$ cat src/rtl/fetch_pkg.sv
// Shared definitions for the instruction fetch sequencer: state encoding and
// default values for the reset PC and the halt word.
package fetch_pkg;

  // Sequencer states
  localparam logic [1:0] ST_IDLE  = 2'd0;
  localparam logic [1:0] ST_RUN   = 2'd1;
  localparam logic [1:0] ST_HALT  = 2'd2;
  localparam logic [1:0] ST_FAULT = 2'd3;

  localparam logic [31:0] HALT_INSTR_DEFAULT = 32'hFFFF_FFFF;
  localparam logic [31:0] RESET_PC_DEFAULT   = 32'h0000_0000;

  // A byte address is word aligned when its two low bits are zero
  function automatic logic is_word_aligned(input logic [1:0] low_bits);
    return (low_bits == 2'b00);
  endfunction

endpackage

$ cat src/rtl/fetch_sequencer.sv
// Instruction fetch sequencer. Owns the PC, addresses the combinational ROM,
// and registers each fetched word into a one-entry output stage for decode.
// Redirects load a new PC (or fault on a misaligned target); fetch stops on
// the halt word or when the PC runs past the end of the ROM.
//
// Output handshake: a beat (instr_out, pc_out) is offered while instr_valid
// is high and is consumed on a rising edge where instr_valid and instr_ready
// are both high. Once raised, instr_valid stays high and the beat stays stable
// until it is consumed, except that a redirect, restart or reset discards it.
module fetch_sequencer
  import fetch_pkg::*;
#(
  parameter int                ADDR_W     = 5,
  parameter int                PC_W       = 32,
  parameter logic [PC_W-1:0]   RESET_PC   = PC_W'(RESET_PC_DEFAULT),
  parameter logic [31:0]       HALT_INSTR = HALT_INSTR_DEFAULT
) (
  input  logic              clk,
  input  logic              rst,
  output logic [ADDR_W-1:0] rom_addr,
  input  logic [31:0]       rom_instr,
  output logic [31:0]       instr_out,
  output logic [PC_W-1:0]   pc_out,
  output logic              instr_valid,
  input  logic              instr_ready,
  input  logic              redirect_valid,
  input  logic [PC_W-1:0]   redirect_pc,
  input  logic              restart,
  output logic              halted,
  output logic              fault
);

  logic [1:0]      state;
  logic [PC_W-1:0] pc;

  logic slot_open;
  logic out_of_range;
  logic halt_word;
  logic target_ok;

  // Word address into the ROM and the fetch-slot / stop conditions
  assign rom_addr     = pc[ADDR_W+1:2];
  assign slot_open    = !instr_valid || instr_ready;
  assign out_of_range = |pc[PC_W-1:ADDR_W+2];
  assign halt_word    = (rom_instr == HALT_INSTR);
  assign target_ok    = is_word_aligned(redirect_pc[1:0]);

  // Sequencer state, PC and registered output stage
  always_ff @(posedge clk or posedge rst) begin
    if (rst) begin
      state       <= ST_IDLE;
      pc          <= RESET_PC;
      instr_out   <= '0;
      pc_out      <= '0;
      instr_valid <= 1'b0;
      halted      <= 1'b0;
      fault       <= 1'b0;
    end else begin
      case (state)
        ST_IDLE: begin
          // One quiet cycle before fetch starts; redirect/restart ignored
          state <= ST_RUN;
        end

        ST_RUN: begin
          if (redirect_valid) begin
            // Flush the output stage whatever decode is doing
            instr_valid <= 1'b0;
            if (target_ok) begin
              pc <= redirect_pc;
            end else begin
              state <= ST_FAULT;
              fault <= 1'b1;
            end
          end else if (slot_open) begin
            if (out_of_range || halt_word) begin
              // Stop without a beat; PC stays on the stopping address
              state       <= ST_HALT;
              halted      <= 1'b1;
              instr_valid <= 1'b0;
            end else begin
              instr_out   <= rom_instr;
              pc_out      <= pc;
              instr_valid <= 1'b1;
              pc          <= pc + PC_W'(4);
            end
          end
        end

        ST_HALT: begin
          if (restart) begin
            state       <= ST_IDLE;
            pc          <= RESET_PC;
            halted      <= 1'b0;
            instr_valid <= 1'b0;
          end else if (redirect_valid) begin
            halted      <= 1'b0;
            instr_valid <= 1'b0;
            if (target_ok) begin
              state <= ST_RUN;
              pc    <= redirect_pc;
            end else begin
              state <= ST_FAULT;
              fault <= 1'b1;
            end
          end else if (instr_valid && instr_ready) begin
            // A beat left over from before the halt may still drain
            instr_valid <= 1'b0;
          end
        end

        ST_FAULT: begin
          // Only restart (or rst) leaves FAULT
          if (restart) begin
            state       <= ST_IDLE;
            pc          <= RESET_PC;
            fault       <= 1'b0;
            instr_valid <= 1'b0;
          end
        end

        default: begin
          state <= ST_IDLE;
        end
      endcase
    end
  end

endmodule

$ cat config.mk
export PLATFORM = sky130hd
export DESIGN_NAME = fetch_sequencer
export DESIGN_NICKNAME = d
export VERILOG_FILES = /design/src/rtl/fetch_pkg.sv /design/src/rtl/fetch_sequencer.sv
export SDC_FILE = /design/constraint.sdc
export NUM_CORES = 1
export LEC_CHECK = 0
export ABC_AREA = 1
export CORE_MARGIN = 5
export CORE_UTILIZATION = 55
export DETAILED_ROUTE_END_ITERATION = 7
export DONT_BUFFER_PORTS = 1
export PLACE_DENSITY = 0.8
export SYNTH_ARGS = -nofsm -noshare
export SYNTH_HDL_FRONTEND = slang
export SYNTH_SLANG_ARGS = --single-unit
$ cat constraint.sdc
create_clock -name clk -period 4.3 [get_ports clk]
set_clock_uncertainty 0.1 [all_clocks]
set_input_delay 0.86 -clock clk [delete_from_list [all_inputs] [get_ports clk]]
set_output_delay 0.86 -clock clk [all_outputs]
set_load 0.02 [all_outputs]
Word level (Yosys, flattened, before mapping). Cells that the tools add are included.

Output and inout bits: 72. Logic and storage cells: 75. Flip-flop bits (word level): 101.

Multiplexer cells: 35. Add/sub/neg operators: 1. Bitwise operators: 2. Reductions and logical operators: 15. Eq/ne operators: 15.

Operators with widths (count): $mux 32 (7); $pmux 32 s3 (1); $add 32x3->32 const B (1); $eq 32x32->1 const B (1); $reduce_or 25->1 (1); $mux 2 (8); $mux 1 (15); $ne 3x3->1 const B (5); $reduce_and 5->1 (3); $ne 2x2->1 const B (5); $pmux 2 s4 (1); $reduce_and 4->1 (2); $pmux 1 s3 (2); $eq 2x2->1 const B (2); $logic_not 2->1 (2); $ne 4x4->1 const B (1); $reduce_and 3->1 (1); $reduce_bool 3->1 (1); $eq 2x1->1 const B (1); $logic_or 1x1->1 (2); $not 1->1 (2); $pmux 1 s2 (1); $reduce_bool 2->1 (1); $logic_and 1x1->1 (1); $logic_not 1->1 (1).

Longest topological paths before layout. Gate-level depths: netlist of run 1.

Depth after elaboration: 6. Depth in mapped cells: 12.

Worst setup path after synthesis of run 1. No wires, ideal clock.

Kind: input to register. Start point: input port instr_ready. End point: register pc[24]. Cell stages on the path: 9. Arrival: 1.846 ns. Slack: 2.242 ns. Buffers on the path: 1. Path through: nor2_2 nand3_1 o211ai_2 inv_2 nand2_2 buf_2 nand2_1 nand2_1 inv_1.

Cells in the longest elaborated chain, start to end: 3.

Ends and longest elaborated chain: start, declared (RTL line fetch_sequencer.sv:25) `input logic instr_ready,`; $logic_or 1x1->1 (RTL line fetch_sequencer.sv:43) `assign slot_open = !instr_valid || instr_ready;`; $ne 3x3->1 (no line); $reduce_and 5->1 (no line); end signal, assigned (RTL line fetch_sequencer.sv:70) `pc <= redirect_pc;`; end signal, assigned (RTL line fetch_sequencer.sv:85) `pc <= pc + PC_W'(4);`; end signal, assigned (RTL line fetch_sequencer.sv:101) `pc <= redirect_pc;`; end, declared (RTL line fetch_sequencer.sv:34) `logic [PC_W-1:0] pc;`.

No other way between the ends. A chain may end at the register's enable or synchronous reset.

Worst setup path in the final report of run 1.
Start point: register pc[17]. End point: register instr_out[22].

Cells in the longest elaborated chain, start to end: 4.

Ends and longest elaborated chain: $reduce_or 25->1 (RTL line fetch_sequencer.sv:44) `assign out_of_range = |pc[PC_W-1:ADDR_W+2];`; $logic_or 1x1->1 (RTL line fetch_sequencer.sv:76) `if (out_of_range || halt_word) begin`; $not 1->1 (no line); $reduce_and 4->1 (no line); end signal, assigned (RTL line fetch_sequencer.sv:82) `instr_out <= rom_instr;`; end, declared (RTL line fetch_sequencer.sv:22) `output logic [31:0] instr_out,`.

No other way between the ends.

==> results.toml, run 1 <==
[sta]
tns_ns = 0
finalSetupViolations = 0
rsz0062_at_grt = "false"
max_freq_ghz = 0.343
min_period_ns = 2.91
hold_viol_final = 0
drv_slew = 0
maxSlewHeadroom_pct = 27.5
fin_crit_sh_pct = 67.7
max_slew.worst_pin.slew_ns = 1.09

[floorplan]
core_area_um2 = 9590
chipHeight_um = 108
die_area_um2 = 11800
row_count = 36
die_w_um = 108
initial_core_util_pct = 55.5
ios = 141

[synth]
yosysSeqAreaShare_pct = 47.4
syn_nets = 819
postSynthAreaPerCell_um2 = 7.11
synth_most_common_cell = "nand2_1"
async_reset_ff_share_pct = 100
synth_edf_count = 0
yosys_most_used_dff = "dfrtp_1"
synth_area_leaders = "dfrtp_1, nand2_1, nand3_1"
syn_area_um2 = 5330
yosys_register_bits = 101
synth_top_cell_area_share_pct = 47.4
synth_cell_types = 29
ys_warn_count = 0
synth_top_cells_by_count = "nand2_1, dfrtp_1, nor2_1"
yosysTopAreaCell = "dfrtp_1"
syn_inst = 749

[detailed_routing]
wl_met2_mm = 6.46
wirelength_met1_mm = 5.27
antenna_left = 0
via_count = 4702
first_pass_iters = 4
remaining_drc_errors = 0
route.met3.wl_mm = 1.25
via_per_inst = 5.41
drt-wirelength-per-cell_um = 15.2
routed_wl_mm = 13.2
drtIter0Drc = 298
maxUsedRoutingLayer = "met4"

[worst_setup_path]
critPathKind = "register to register"
reg2regPathDepth = 10
critPathMaxStageDelay_ns = 0.65
setup.worst_path.start = "pc[17]$_DFFE_PP0P_"
worstPathMaxFanout = 41
critPathSlowestCell = "nor2_4"
r2r_start = "pc[17]$_DFFE_PP0P_"
crit_path_end_kind = "register"
path_cells = "nor2_1 > nand2_1 > nor2_1 > nand2_1 > nor2_2 > nand2_2 > nor2_4 > nand2_2 > nand2_1 > nand2_1"
rrSetupSlack_ns = 1.39
cp-start-kind = "register"
r2r_end = "instr_out[22]$_DFFE_PP0P_"
arrival_ns = 3.06
crit_top_cell = "nand2_1"
crit_required_ns = 4.45

[cts]
cts_resized = 0
cts_made_buffers = 9
htree_num_levels = 3
clk_pin_slew_ns = 0.11
clock_sinks = 101
max-clock-path-buffers = 2
insertion_delay_ns = 0.37
postCtsSetupBuffers = 0
tritoncts = "built"
root_buffer = "clkbuf_8"
cts_hold_buf = 0

[finish]
drive_gt1_share_pct = 5.84
nets = 801
seq_area_um2 = 2530
diodes = 0
fillers = 915
syn2layout_area_growth_pct = 4.27
multi_input_area_um2 = 2340

[min_path]
hold_path.startpoint = "pc[1]$_DFFE_PP0P_"
hold-path-cell-count = 2
hold_path_end = "pc[1]$_DFFE_PP0P_"
hold_path_class = "register to register"

[global_routing]
overflow = 0
track_usage_pct = 22.5
antenna_found_initial = 0
grt_max_degree = 74
grt_pass1_vias = 4483
grt_pass1_wl_mm = 21.1

[placed_design]
dp_hpwl_mm = 9.64
gp_congestion = 0.838
portBuffers = 0

[flow_run]
max-cap-violations = 0

[power_and_ir_drop]
ir_worst_vdd_uv = 283
p_total_mw = 3.54
power.density_nw_per_um2 = 637
p_leak_nw = 2.91

[outcome]
status = "completed"
-- stage by stage --
step / std cells / utilization, % / worst slack, ns / hold slack, ns / area (um2)
CTS: 869 / 57.9 / 1.38 / 0.404 / 5560
floorplan: 749 / - / 0.693 / 0.371 / 5330
global placement: 853 / 55.7 / 1.25 / 0.390 / 5340
detailed placement: 853 / 55.7 / 1.16 / 0.389 / 5340
global route: 869 / 57.9 / 1.13 / 0.446 / 5560
finish: 869 / 57.9 / 1.39 / 0.408 / 5560
-- cell families after synthesis --
family | count (synthesis) | synth area share (%)
AOI/OAI and AO/OA | 60 | 6.55
adders and majority gates | 1 | 0.235
buffers and inverters | 108 | 8.74
DFF | 101 | 47.4
muxes | 1 | 0.188
and+or+nand+nor | 478 | 36.8
-- flip-flops by register name, indices dropped and copies added, names as in the netlist --
register and cells:
halted 1, instr_out 32, pc 32, state 2
instr_valid 1, fault 1, pc_out 32
-- power breakdown --
part | internal (mW) | switching [mW] | leakage, nW
clock | 0.296 | 0.349 | 0.109
sequential | 1.25 | 0.546 | 1.26
combinational | 0.342 | 0.760 | 1.54
-- layout by cell type, fill, tap and decap left out, types with 3 or more instances in the layout --
| master | Yosys | routed |
|---|---|---|
| dfrtp_1 | 101 | 101 |
| nor3_1 | 5 | 5 |
| nor2_1 | 99 | 98 |
| o21ai_0 | 17 | 17 |
| a21oi_1 | 20 | 20 |
| nand2_1 | 271 | 271 |
| o21bai_1 | 5 | 5 |
| nand4_1 | 3 | 3 |
| nor2_2 | 4 | 5 |
| inv_1 | 68 | 67 |
| o21ai_1 | 3 | 3 |
| nand3_1 | 86 | 86 |
| inv_2 | 8 | 8 |
| nand2_2 | 6 | 6 |
| buf_4 | 7 | 3 |
| a31oi_1 | 4 | 4 |
| clkbuf_8 | 0 | 10 |
| o211ai_1 | 4 | 4 |
-- routing by layer --
metal	vias up	track usage (%)
met3	14	5.43
met5	-	0
li1	2307	-
met1	2191	27.2
met2	190	39.3
met4	0	7.66
-- critical path, delay by kind of cell, from the launching register on --
| kind | cells | cell delay [ns] |
|---|---|---|
| simple gates | 10 | 2.22 |
| flops | 1 | 0.46 |
-- how the worst max path moves through the flow --
stage	to	slack, ns
after global placement	pc_out[1]$_DFFE_PP0P_	1.25
after CTS	instr_out[22]$_DFFE_PP0P_	1.38
after detailed placement	instr_out[22]$_DFFE_PP0P_	1.16
after global routing	instr_out[3]$_DFFE_PP0P_	1.13
after floorplan	fault$_DFFE_PP0P_	0.69
final	instr_out[22]$_DFFE_PP0P_	1.39
-- final cells by class --
cell class | instances | share of cell area [%]
sequential | 101 | 45.5
multi-input combinational | 540 | 42.1
inverter | 76 | 5.18
tap | 133 | 3.00
clock buffer | 10 | 2.48
clock inverter | 6 | 1.37
timing repair buffer | 3 | 0.405
No activity file was read; power rests on OpenSTA's default activity.
==> run 2: changes to the inputs <==
--- a/config.mk
+++ b/config.mk
@@ -10,7 +10,7 @@
 export CORE_UTILIZATION = 55
 export DETAILED_ROUTE_END_ITERATION = 7
 export DONT_BUFFER_PORTS = 1
-export PLACE_DENSITY = 0.8
+export PLACE_DENSITY = 0.83
 export SYNTH_ARGS = -nofsm -noshare
 export SYNTH_HDL_FRONTEND = slang
 export SYNTH_SLANG_ARGS = --single-unit
==> constraint.sdc (replaced) <==
create_clock -name clk -period 2.5 [get_ports clk]
set_clock_uncertainty 0.1 [all_clocks]
set_input_delay 0.5 -clock clk [delete_from_list [all_inputs] [get_ports clk]]
set_output_delay 0.5 -clock clk [all_outputs]
set_load 0.02 [all_outputs]
==> run 2 against run 1 <==
Compared with the run above:
- worst hold slack worse by 0.33 ns
- core utilization grew 0.51 points
- routed wire length rose by 3.4%
- setup slack got worse by 1.1 ns
- critical endpoint is now pc[25]$_DFFE_PP0P_
- combinational power increased by 84%
- sequential cell count stayed put
- via count rose by 2.6%
- clock-buffer cell count fell by 1
- fmax is 30% higher
- cell count is 0.92% higher
- global-route usage is 0.42 points higher
==> results.toml, run 2 (synthesized netlist as in run 1, its figures left out) <==
[outcome]
status = "completed"

[detailed_routing]
first_pass_iters = 6
drtIter0Drc = 406
via_count = 4824
routed_wl_mm = 13.6
antenna_left = 0
via_per_inst = 5.50
drt-wirelength-per-cell_um = 15.5
remaining_drc_errors = 0

[worst_setup_path]
critPathKind = "register to register"
setup.worst_path.start = "pc[4]$_DFFE_PP0P_"
arrival_ns = 2.45
crit_path_end_kind = "register"
crit_required_ns = 2.70
r2r_start = "pc[4]$_DFFE_PP0P_"
cp-start-kind = "register"
worstPathMaxFanout = 8

[power_and_ir_drop]
power.density_nw_per_um2 = 1080
p_total_mw = 6.07
p_leak_nw = 2.93
ir_worst_vdd_uv = 441

[cts]
tritoncts = "built"
htree_num_levels = 3
insertion_delay_ns = 0.37
max-clock-path-buffers = 2
postCtsSetupBuffers = 0
root_buffer = "clkbuf_8"
clk_pin_slew_ns = 0.10
cts_made_buffers = 9
clock_sinks = 101

[floorplan]
row_count = 36
chipHeight_um = 108
die_w_um = 108
core_area_um2 = 9590
die_area_um2 = 11800
initial_core_util_pct = 55.5
ios = 141

[sta]
maxSlewHeadroom_pct = 53.8
max_slew.worst_pin.slew_ns = 0.693
tns_ns = 0
holdWs_ns = 0.0754
rsz0062_at_grt = "false"
drv_slew = 0
max_freq_ghz = 0.446
fin_crit_sh_pct = 89.7
min_period_ns = 2.24
hold_viol_final = 0
finalSetupViolations = 0
setup_slack_ns = 0.257

[flow_run]
max-cap-violations = 0

[global_routing]
overflow = 0
grt_pass1_wl_mm = 21.4
grt_pass1_vias = 4604
grt_max_degree = 55
antenna_found_initial = 0
track_usage_pct = 22.9

[min_path]
hold_path_class = "primary input to async pin"

[finish]
fin_area_um2 = 5600
nets = 809
final_common_cell = "nand2_1"
diodes = 0
drive_gt1_share_pct = 6.85
reg.largest.list = "instr_out x32, pc x32, pc_out x32"
final_cell_mix = "nand2_1, dfrtp_1, nor2_1"
syn2layout_area_growth_pct = 5.19

[placed_design]
portBuffers = 0
pre_cts_slack_ns = 0.228
dp_hpwl_mm = 10.1
placement.cell_area_um2 = 5420
gp_congestion = 0.906
[run 2: changes by cell type in the layout (fill, tap and decap cells not counted), sizes merged]
cell,change
inv,-1
clkbuf,-1
clkinvlp,+3
buf,+8
bufinv,-1
[run 2: worst max-delay path, cell delays in order, from the launching register on]
cell and delay (ns):
dfrtp_1 0.59, nand2_1 0.11, nor2_1 0.21, nand2_1 0.24, nor2_1 0.44, nand2_1 0.11, nand2_1 0.09, nand3_1 0.07
nand2_1 0.07, nand2_1 0.05, nand2_1 0.10
[run 2: final timing paths]
path / depth (start not counted) / slack [ns] / endpoint
max: 10 / 0.26 / pc[25]$_DFFE_PP0P_
min: 2 / 0.08 / pc_out[15]$_DFFE_PP0P_
max reg2reg: 10 / 0.26 / pc[25]$_DFFE_PP0P_
min reg2reg: 2 / 0.41 / pc[1]$_DFFE_PP0P_
max in group asynchronous: 2 / 1.72 / pc[10]$_DFFE_PP0P_
min in group clk: 1 / 0.13 / fault$_DFFE_PP0P_
[run 2: metal layers]
layer	up-vias	track usage (%)	wire length [um]	part of all wire, %
met5	-	0	0	0
met4	0	7.48	312	2.3
met3	34	7.10	1510	11
met2	234	39.5	6580	48
met1	2238	27.3	5230	38
li1	2318	-	-	-
[run 2: report_power, final]
| group | internal (mW) | total (mW) | switching [mW] | leakage, nW |
|---|---|---|---|---|
| combinational | 0.652 | 2.02 | 1.36 | 1.58 |
| sequential | 2.15 | 3.08 | 0.934 | 1.26 |
| clock | 0.376 | 0.975 | 0.599 | 0.0881 |
[run 2: cell type report]
type	instances	area [um2]
clock buffers	9	124
clock inverters	7	57.6
fillers	920	3990
inverters	76	289
multi-input cells	540	2340
flip-flops and latches	101	2530
well taps	133	166
repair buffers	11	95.1
[run 2: stage by stage]
step	utilization (%)	std cells
finish	58.4	877
global route	58.4	877
CTS	58.3	877
detailed placement	56.4	861
global placement	56.4	861
floorplan	-	749
[run 2: repair_timing]
| item | 4_1_cts | 5_1_grt |
|---|---|---|
| endpoints found under the hold margin | 0 | 0 |
| hold buffers | 0 | 0 |
| gates resized for setup | 0 | 1 |
| endpoints found under the setup margin | 0 | 3 |
